--- src/rtl/r4acc_pkg.sv ---
// Shared constants and helpers for the product accumulator.
// Saturation bounds and sign extension are width-generic, up to 63-bit accumulators.
package r4acc_pkg;
    localparam int DEF_N       = 16;
    localparam int DEF_ACC_W   = 40;
    localparam int DEF_MAX_LEN = 256;

    localparam logic [0:0] ACCUM = 1'b0;
    localparam logic [0:0] HOLD  = 1'b1;

    function automatic logic signed [63:0] sat_max(input int w);
        return (64'sd1 <<< (w - 1)) - 64'sd1;
    endfunction

    function automatic logic signed [63:0] sat_min(input int w);
        return -(64'sd1 <<< (w - 1));
    endfunction

    // Sign-extend the low w bits of v to 64 bits.
    function automatic logic signed [63:0] sext(input logic [63:0] v, input int w);
        logic signed [63:0] t;
        t = signed'(v << (64 - w));
        return t >>> (64 - w);
    endfunction
endpackage

--- src/rtl/r4acc_mac_accum_if.sv ---
// Product input stream and result output stream of the accumulator.
// The slave modport is the accumulator's view; master is the producer/consumer side.
interface r4acc_mac_accum_if
    import r4acc_pkg::*;
#(
    parameter int N     = DEF_N,
    parameter int ACC_W = DEF_ACC_W,
    parameter int CNT_W = $clog2(DEF_MAX_LEN + 1)
);
    logic             p_valid;
    logic             p_ready;
    logic [2*N-1:0]   p_data;
    logic             p_last;
    logic             out_valid;
    logic             out_ready;
    logic [ACC_W-1:0] out_sum;
    logic [CNT_W-1:0] out_count;
    logic             out_ovf;

    modport master (
        output p_valid, p_data, p_last, out_ready,
        input  p_ready, out_valid, out_sum, out_count, out_ovf
    );

    modport slave (
        input  p_valid, p_data, p_last, out_ready,
        output p_ready, out_valid, out_sum, out_count, out_ovf
    );
endinterface

--- src/rtl/r4acc_sat_add.sv ---
// Signed saturating add of a 2N-bit product into an ACC_W-bit accumulator.
// Combinational; no backpressure.
module r4acc_sat_add
    import r4acc_pkg::*;
#(
    parameter int N     = DEF_N,
    parameter int ACC_W = DEF_ACC_W
) (
    input  logic [ACC_W-1:0] acc,
    input  logic [2*N-1:0]   addend,
    output logic [ACC_W-1:0] sum,
    output logic             ovf
);
    localparam logic signed [ACC_W:0] SMAX = (ACC_W + 1)'(sat_max(ACC_W));
    localparam logic signed [ACC_W:0] SMIN = (ACC_W + 1)'(sat_min(ACC_W));

    logic signed [ACC_W:0] acc_ext;
    logic signed [ACC_W:0] add_ext;
    logic signed [ACC_W:0] wide;

    // One guard bit is enough: the addend never exceeds the accumulator range.
    assign acc_ext = signed'((ACC_W + 1)'(sext(64'(acc), ACC_W)));
    assign add_ext = signed'((ACC_W + 1)'(sext(64'(addend), 2 * N)));
    assign wide    = acc_ext + add_ext;

    always_comb begin
        sum = wide[ACC_W-1:0];
        ovf = 1'b0;
        if (wide > SMAX) begin
            sum = SMAX[ACC_W-1:0];
            ovf = 1'b1;
        end else if (wide < SMIN) begin
            sum = SMIN[ACC_W-1:0];
            ovf = 1'b1;
        end
    end
endmodule

--- src/rtl/r4acc_mac_accum.sv ---
// Registers multiplier products and accumulates them into a saturating dot-product sum.
// Latency: product handshaken in cycle t is added at end of t+1; result valid in t+2.
// Backpressure: while a result waits, the accumulator freezes and S1 buffers one product.
module r4acc_mac_accum
    import r4acc_pkg::*;
#(
    parameter int N       = DEF_N,
    parameter int ACC_W   = DEF_ACC_W,
    parameter int MAX_LEN = DEF_MAX_LEN,
    parameter int CNT_W   = $clog2(MAX_LEN + 1)
) (
    input  logic                 clk,
    input  logic                 rst_n,
    r4acc_mac_accum_if.slave     bus
);
    logic [0:0]       state;
    logic             s1_valid;
    logic [2*N-1:0]   s1_data;
    logic             s1_last;
    logic             first;
    logic [ACC_W-1:0] acc;
    logic [CNT_W-1:0] cnt;
    logic             ovf_acc;

    logic [ACC_W-1:0] out_sum_r;
    logic [CNT_W-1:0] out_count_r;
    logic             out_ovf_r;
    logic             out_valid_r;

    logic             p_ready_int;
    logic             take;
    logic             drain;
    logic [ACC_W-1:0] base;
    logic [ACC_W-1:0] sat_sum;
    logic             sat_ovf;
    logic [CNT_W-1:0] cnt_new;
    logic             ovf_new;
    logic             done;

    assign p_ready_int = ~s1_valid | (state == ACCUM);
    assign take        = bus.p_valid & p_ready_int;
    assign drain       = (state == ACCUM) & s1_valid;

    // A new vector starts from zero rather than clearing acc on result handoff.
    assign base    = first ? '0 : acc;
    assign cnt_new = first ? CNT_W'(1) : cnt + CNT_W'(1);
    assign ovf_new = (~first & ovf_acc) | sat_ovf;
    assign done    = s1_last | (cnt_new == CNT_W'(MAX_LEN));

    r4acc_sat_add #(.N(N), .ACC_W(ACC_W)) u_sat_add (
        .acc    (base),
        .addend (s1_data),
        .sum    (sat_sum),
        .ovf    (sat_ovf)
    );

    always_ff @(posedge clk or negedge rst_n) begin
        if (!rst_n) begin
            s1_valid <= 1'b0;
            s1_data  <= '0;
            s1_last  <= 1'b0;
        end else if (take) begin
            s1_valid <= 1'b1;
            s1_data  <= bus.p_data;
            s1_last  <= bus.p_last;
        end else if (drain) begin
            s1_valid <= 1'b0;
        end
    end

    always_ff @(posedge clk or negedge rst_n) begin
        if (!rst_n) begin
            state       <= ACCUM;
            first       <= 1'b1;
            acc         <= '0;
            cnt         <= '0;
            ovf_acc     <= 1'b0;
            out_sum_r   <= '0;
            out_count_r <= '0;
            out_ovf_r   <= 1'b0;
            out_valid_r <= 1'b0;
        end else begin
            case (state)
                ACCUM: begin
                    if (s1_valid) begin
                        acc     <= sat_sum;
                        cnt     <= cnt_new;
                        ovf_acc <= ovf_new;
                        first   <= 1'b0;
                        if (done) begin
                            out_sum_r   <= sat_sum;
                            out_count_r <= cnt_new;
                            out_ovf_r   <= ovf_new;
                            out_valid_r <= 1'b1;
                            state       <= HOLD;
                        end
                    end
                end
                default: begin
                    if (out_valid_r && bus.out_ready) begin
                        out_valid_r <= 1'b0;
                        first       <= 1'b1;
                        state       <= ACCUM;
                    end
                end
            endcase
        end
    end

    assign bus.p_ready   = p_ready_int;
    assign bus.out_valid = out_valid_r;
    assign bus.out_sum   = out_sum_r;
    assign bus.out_count = out_count_r;
    assign bus.out_ovf   = out_ovf_r;
endmodule

--- src/flat_wrapper.sv ---
// flat-port wrapper written by rule: the top's interface ports become plain ports
module r4acc_mac_accum_flat import r4acc_pkg::*;
#(
    parameter int N       = DEF_N,
    parameter int ACC_W   = DEF_ACC_W,
    parameter int MAX_LEN = DEF_MAX_LEN,
    parameter int CNT_W   = $clog2(MAX_LEN + 1)
)
  (clk, rst_n, bus_p_valid, bus_p_data, bus_p_last, bus_out_ready, bus_p_ready, bus_out_valid, bus_out_sum, bus_out_count, bus_out_ovf);
  r4acc_mac_accum_if #(.N(N), .ACC_W(ACC_W), .CNT_W(CNT_W)) bus_i ();
  input  logic clk;
  input  logic rst_n;
  input wire logic [$bits(bus_i.p_valid)-1:0] bus_p_valid;
  input wire logic [$bits(bus_i.p_data)-1:0] bus_p_data;
  input wire logic [$bits(bus_i.p_last)-1:0] bus_p_last;
  input wire logic [$bits(bus_i.out_ready)-1:0] bus_out_ready;
  output wire logic [$bits(bus_i.p_ready)-1:0] bus_p_ready;
  output wire logic [$bits(bus_i.out_valid)-1:0] bus_out_valid;
  output wire logic [$bits(bus_i.out_sum)-1:0] bus_out_sum;
  output wire logic [$bits(bus_i.out_count)-1:0] bus_out_count;
  output wire logic [$bits(bus_i.out_ovf)-1:0] bus_out_ovf;
  assign bus_i.p_valid = bus_p_valid;
  assign bus_i.p_data = bus_p_data;
  assign bus_i.p_last = bus_p_last;
  assign bus_i.out_ready = bus_out_ready;
  assign bus_p_ready = bus_i.p_ready;
  assign bus_out_valid = bus_i.out_valid;
  assign bus_out_sum = bus_i.out_sum;
  assign bus_out_count = bus_i.out_count;
  assign bus_out_ovf = bus_i.out_ovf;
  r4acc_mac_accum #(.N(N), .ACC_W(ACC_W), .MAX_LEN(MAX_LEN), .CNT_W(CNT_W)) u_core (.clk(clk), .rst_n(rst_n), .bus(bus_i));
endmodule
--- config.mk ---
export PLATFORM = sky130hd
export DESIGN_NAME = r4acc_mac_accum_flat
export DESIGN_NICKNAME = d
export VERILOG_FILES = /design/src/rtl/r4acc_pkg.sv /design/src/rtl/r4acc_mac_accum_if.sv /design/src/rtl/r4acc_sat_add.sv /design/src/rtl/r4acc_mac_accum.sv /design/src/flat_wrapper.sv
export SDC_FILE = /design/constraint.sdc
export NUM_CORES = 1
export LEC_CHECK = 0
export ABC_AREA = 1
export CAP_MARGIN = 15
export CORE_ASPECT_RATIO = 2
export CORE_MARGIN = 2
export CORE_UTILIZATION = 44
export DETAILED_ROUTE_END_ITERATION = 10
export PLACE_DENSITY = 0.76
export SYNTH_ARGS = -nofsm -noshare
export SYNTH_HDL_FRONTEND = slang
export SYNTH_HIERARCHICAL = 1
export SYNTH_SLANG_ARGS = --single-unit
--- constraint.sdc ---
create_clock -name clk -period 3.7 [get_ports clk]
set_clock_uncertainty 0.15 [all_clocks]
set_input_delay 0.37 -clock clk [delete_from_list [all_inputs] [get_ports clk]]
set_output_delay 0.37 -clock clk [all_outputs]
set_load 0.005 [all_outputs]
==> impl_metrics.yaml, run 1 <==
setup_path:
  crit_path_end_kind: "register"
  path_cells: "buf_12, nor2_1, ha_1, a21oi_1, nor2_1, nor3_1, nand2_1, a21oi_1, nand3_1, nand4_1, buf_12, nand2_1, o21bai_1, nand2_1, o21ai_0"
  crit_top_cell: "nand2_1"
  required_ns: 3.84
  slowest_delay_ns: 0.74
  crit_family: "simple AND/OR/NAND/NOR gates"
  start_kind: "register"
  crit_type: "reg2reg"
  path_buf_inv: 2
  cp_data_arrival_time_ns: 3.54
  path_max_fanout: 26
  slowest_stage: "dfstp_4"
timing:
  relSlewSlack: 0.480
  drv_slew: 0
  fin_tns_setup_ns: 0
  holdWs_ns: 0.313
  fin_crit_ns: 3.40
  clock.fmax_ghz: 0.294
  fin_crit_sh: 0.920
  setup_viol: 0
  rsz0062_at_grt: "false"
  hold_viol: 0
  worst_pin_slew_ns: 0.780
drt:
  route.detailed.drc: 0
  routed_wl_mm: 25.3
  wl_per_cell_um: 15.5
  drtAntennaViolNets: 0
  first_pass_iters: 5
  vias_per_cell: 5.03
  drt_iter0_markers: 378
  dr_total_vias: 8199
synthesis:
  synth_area_leaders: "dfrtp_1 38%, nand2_1 21%, inv_1 6.0%"
  syn_avg_cell_area_um2: 7.01
  ys_seq_area_frac: 0.384
  ys_types: 33
  async_flop_share: 1.00
  synth.most_common_cell: "nand2_1"
  yosysTopAreaCell: "dfrtp_1"
  yosysWarnings: 6
  synthCells: 1272
  synth_ff_type: "dfrtp_1"
  synth_edf_count: 0
  syn_area_um2: 8920
  synth-seq-cells: 137
  syn_nets: 1351
  synth_common_cells: "488 x nand2_1, 142 x inv_1, 136 x dfrtp_1"
  synth_top_area_frac: 0.381
cts:
  cts-root-buf: "clkbuf_16"
  cts_buffers: 17
  post_cts_buffers: 0
  clock_latency_ns: 0.44
  clk_transition_reported_paths_ns: 0.06
  cts_tree: "yes"
  cts_max_path_buffers: 2
  clock-sinks: 137
  htreeDepth: 4
floorplanning:
  fp.dieArea_um2: 21500
  num_rows: 73
  die_h_um: 205
  die_width_um: 105
  pin_count: 89
  start_util: 0.448
  core-area_um2: 19900
placement:
  io_buffers: 88
  globalplace.congestion: 0.974
  dp.final_hpwl_mm: 19.8
  dp.cells: 1598
min_path:
  min_path_type: "in2async"
grt:
  grt_pass1_vias: 8384
  grt_overflow_total: 0
  grt_max_degree: 90
  antenna_found_initial: 0
  track_usage: 0.246
  grt_pass1_wl_mm: 41.2
finish:
  drive_gt1_frac: 0.0738
  antenna_cells: 0
  stdcell_count: 1630
  nets: 1435
  area_delta_synth_final_pct: 20.4
run:
  maxCapViolations: 0
outcome:
  status: "completed"
## cell families (layout without fill, tap and decap cells)
| logic type | after synthesis | count (layout) | share of synthesized area |
|---|---|---|---|
| multiplexers | 33 | 33 | 0.0416 |
| AO/OA/AOI/OAI | 126 | 126 | 0.0768 |
| XOR/XNOR | 23 | 23 | 0.0226 |
| adder cells (fa/ha/maj) | 42 | 42 | 0.0597 |
| buffers and inverters | 188 | 284 | 0.0885 |
| AND/OR/NAND/NOR | 723 | 723 | 0.326 |
| flip-flops | 137 | 137 | 0.384 |
## placed cells by master, fill, tap and decap left out, types with 4 or more instances in the layout
cell,n
nor3_1,6
a21oi_1,41
bufinv_16,4
nand3_1,87
buf_12,4
xor2_1,16
a31oi_1,5
inv_2,4
nand4_1,10
clkbuf_16,17
o21bai_1,11
buf_4,13
o21ai_0,58
ha_1,41
nor2_2,5
dfrtp_1,136
inv_1,142
nand2_1,487
mux2_2,33
clkdlybuf4s50_1,87
xnor2_1,7
nor2_1,116
## registers in the layout, indices dropped and copies added (netlist names)
| name | count |
|---|---|
| u_core/cnt | 9 |
| u_core/bus.out_valid | 1 |
| u_core/s1_data | 32 |
| u_core/state | 1 |
| u_core/bus.out_sum | 40 |
| u_core/bus.out_count | 9 |
| u_core/acc | 40 |
| u_core/bus.out_ovf | 1 |
| u_core/s1_valid | 1 |
| u_core/s1_last | 1 |
| u_core/first | 1 |
| u_core/ovf_acc | 1 |
## layout make-up
class / count / area, um2
clock buffers: 21 / 470
clock inverters: 10 / 166
fillers: 2032 / 9170
inverters: 147 / 552
multi-input cells: 947 / 4720
flip-flops and latches: 137 / 3430
well taps: 262 / 328
repair buffers: 106 / 1070
## timing repair
item                                    4_1_cts  5_1_grt
endpoints found under the setup margin        0       35
gates resized for setup                       0        3
hold buffers                                  1        0
hold endpoints to repair                     62        0
## routing by layer
metal	share of wire	wire length, um	track usage	vias to the layer above
met1	0.35	8940	0.243	3795
met3	0.027	677	0.0304	63
met5	0	0	0	-
met2	0.57	14300	0.486	175
met4	0.051	1290	0.140	0
li1	-	-	-	4166
## metrics by stage
| stage | cell area (um2) | util | worst slack [ns] |
|---|---|---|---|
| 6_report | 10700 | 0.539 | 0.297 |
| 5_1_grt | 10700 | 0.539 | 0.0236 |
| 4_1_cts | 10700 | 0.539 | 0.193 |
| 3_5_place_dp | 10100 | 0.506 | 0.205 |
| 3_3_place_gp | 10100 | 0.506 | 0.209 |
| 2_1_floorplan | 8920 | - | 0.617 |
## final timing paths
check,cells past startpoint,slack [ns],startpoint,to
max reg2reg,15,0.30,u_core/first,u_core/ovf_acc
min,2,0.31,rst_n,u_core/bus.out_sum[6]
max in group asynchronous,3,2.27,rst_n,u_core/bus.out_sum[24]
max,15,0.30,u_core/first,u_core/ovf_acc
min in group clk,2,0.35,u_core/bus.out_sum[29],u_core/bus.out_sum[29]
min reg2reg,2,0.35,u_core/bus.out_sum[29],u_core/bus.out_sum[29]
Power of run 1 is left out: the tool's default activity adds up to more than one toggle a clock period on the data nets, which glitch-free logic cannot reach.
==> run 2: changes to the inputs <==
--- a/config.mk
+++ b/config.mk
@@ -11,6 +11,7 @@
 export CORE_MARGIN = 2
 export CORE_UTILIZATION = 44
 export DETAILED_ROUTE_END_ITERATION = 10
+export HOLD_SLACK_MARGIN = 0.12
 export PLACE_DENSITY = 0.76
 export SYNTH_ARGS = -nofsm -noshare
 export SYNTH_HDL_FRONTEND = slang
==> results of run 2 <==
Same layout as run 1: the final DEF is identical, and so are final timing and power.
Power of run 2 is left out for the same reason.
==> RTL edit (flow settings as in run 1) <==
The package constant `DEF_MAX_LEN` goes from 256 to 128.
--- a/src/rtl/r4acc_pkg.sv
+++ b/src/rtl/r4acc_pkg.sv
@@ -3,7 +3,7 @@
 package r4acc_pkg;
     localparam int DEF_N       = 16;
     localparam int DEF_ACC_W   = 40;
-    localparam int DEF_MAX_LEN = 256;
+    localparam int DEF_MAX_LEN = 128;
 
     localparam logic [0:0] ACCUM = 1'b0;
     localparam logic [0:0] HOLD  = 1'b1;
Ports: changed (resized bus_out_count); port bits go from 89 to 88. The function was not compared with the original's and may differ.
==> RTL edit against run 1 <==
  * Maximum frequency increased by 0.23%
  * Setup slack improved by 7.9 ps
  * Wire length decreased by 4.7%
  * Sequential cell count decreased by 2
  * Area after synthesis decreased by 1.1%
  * Die area decreased by 1.1%
  * Design area decreased by 1.9%
  * Global-route usage decreased by 1.3 points
  * Critical path type unchanged
  * Largest cell class unchanged
Power is left out: the tool's default activity adds up to more than one toggle a clock period on the data nets, which glitch-free logic cannot reach.
==> RTL edit: results (changes against run 1) <==
stage,metric,value,unit,change
cells_and_area,multi_input_area,4670,µm²,-1.1%
synthesis,synth_mux_area_frac,0.0408,,-0.000810
cells_and_area,clkCellAreaFrac,0.0523,,-0.00702
synthesis,synth-xor-area-share,0.0228,,+0.000253
routing,vias,8217,,+0.22%
cells_and_area,clockBufferCount,19,,-9.5%
synthesis,synth_compound_gate_area_share,0.0788,,+0.00200
cells_and_area,sh_seq_area,0.321,,+0.00123
synthesis,synth_common_cells,"478 x nand2_1, 138 x inv_1, 134 x dfrtp_1, 117 x nor2_1, 79 x nand3_1",,
critical_path,cp_max_fo,40,,+54%
cells_and_area,drive_gt1_frac,0.0790,,+0.00519
synthesis,ys_top_cells_by_area,"dfrtp_1 38%, nand2_1 20%, inv_1 5.9%",,
cells_and_area,final_nets,1420,,-1.0%
placement,post-dp-hpwl,18600,µm,-6.1%
cells_and_area,seq_cell_count,135,,-1.5%
cells_and_area,synthToLayoutAreaGrowth,19.4,%,
synthesis,synthAdderAreaFrac,0.0604,,+0.000669
timing,relSlewSlack,0.452,,-0.0283
global_routing,grt_start_max_net_pins,89,,-1.1%
cells_and_area,fillCellCount,1917,,-5.7%
routing,vias_per_cell,5.08,,+1.1%
critical_path,slowest_stage,dfstp_2,,
placement,dp_worst_setup_slack,209,ps,+4.16 ps
placement,gp_congestion,0.998,,+2.4%
cells_and_area,signal_buffers,108,,+1.9%
placement,port_buffers,87,,-1.1%
cells_and_area,multi_input_cells,935,,-1.3%
synthesis,synth_cells,1255,,-1.3%
outcome,status,"finished, final reports clean",,
placement,dpl-instance-area,9910,µm²,-1.7%
timing,max_freq,295,MHz,+0.23%
synthesis,synth_cell_types,34,,+3.0%
cells_and_area,multi_input_area_share,0.443,,+0.00361
cells_and_area,n_all_inverters,144,,-2.0%
critical_path,max_stage_delay,610,ps,-130 ps
routing,first_iter_violations,431,,+14%
global_routing,grt_usage,0.233,,-0.0134
global_routing,grt_pass1_wl,38900,µm,-5.7%
-- RTL edit: changes by cell type after synthesis, sizes merged, moves of 2 or more --
cell,change
dfrtp,-2
nand3,-5
nand2,-8
inv,-4
-- RTL edit: per-layer routing --
metal / vias up / GRT usage / share of wire
met5: - / 0 / 0
met3: 83 / 0.0319 / 0.025
met1: 3822 / 0.226 / 0.36
li1: 4122 / - / -
met4: 0 / 0.166 / 0.068
met2: 190 / 0.445 / 0.55
-- RTL edit: critical path, delay by kind of cell, from the launching register on --
kind | cells | cell delay, ps
and+or+nand+nor | 7 | 750
AOI/OAI and AO/OA | 5 | 860
adders and majority gates | 1 | 380
DFF | 1 | 610
buffers and inverters | 2 | 480
-- RTL edit: logic make-up after synthesis --
logic type / after synthesis
XOR/XNOR: 23
flip-flops: 135
AO/OA/AOI/OAI: 128
buffers and inverters: 185
AND/OR/NAND/NOR: 710
multiplexers: 32
adder cells (fa/ha/maj): 42
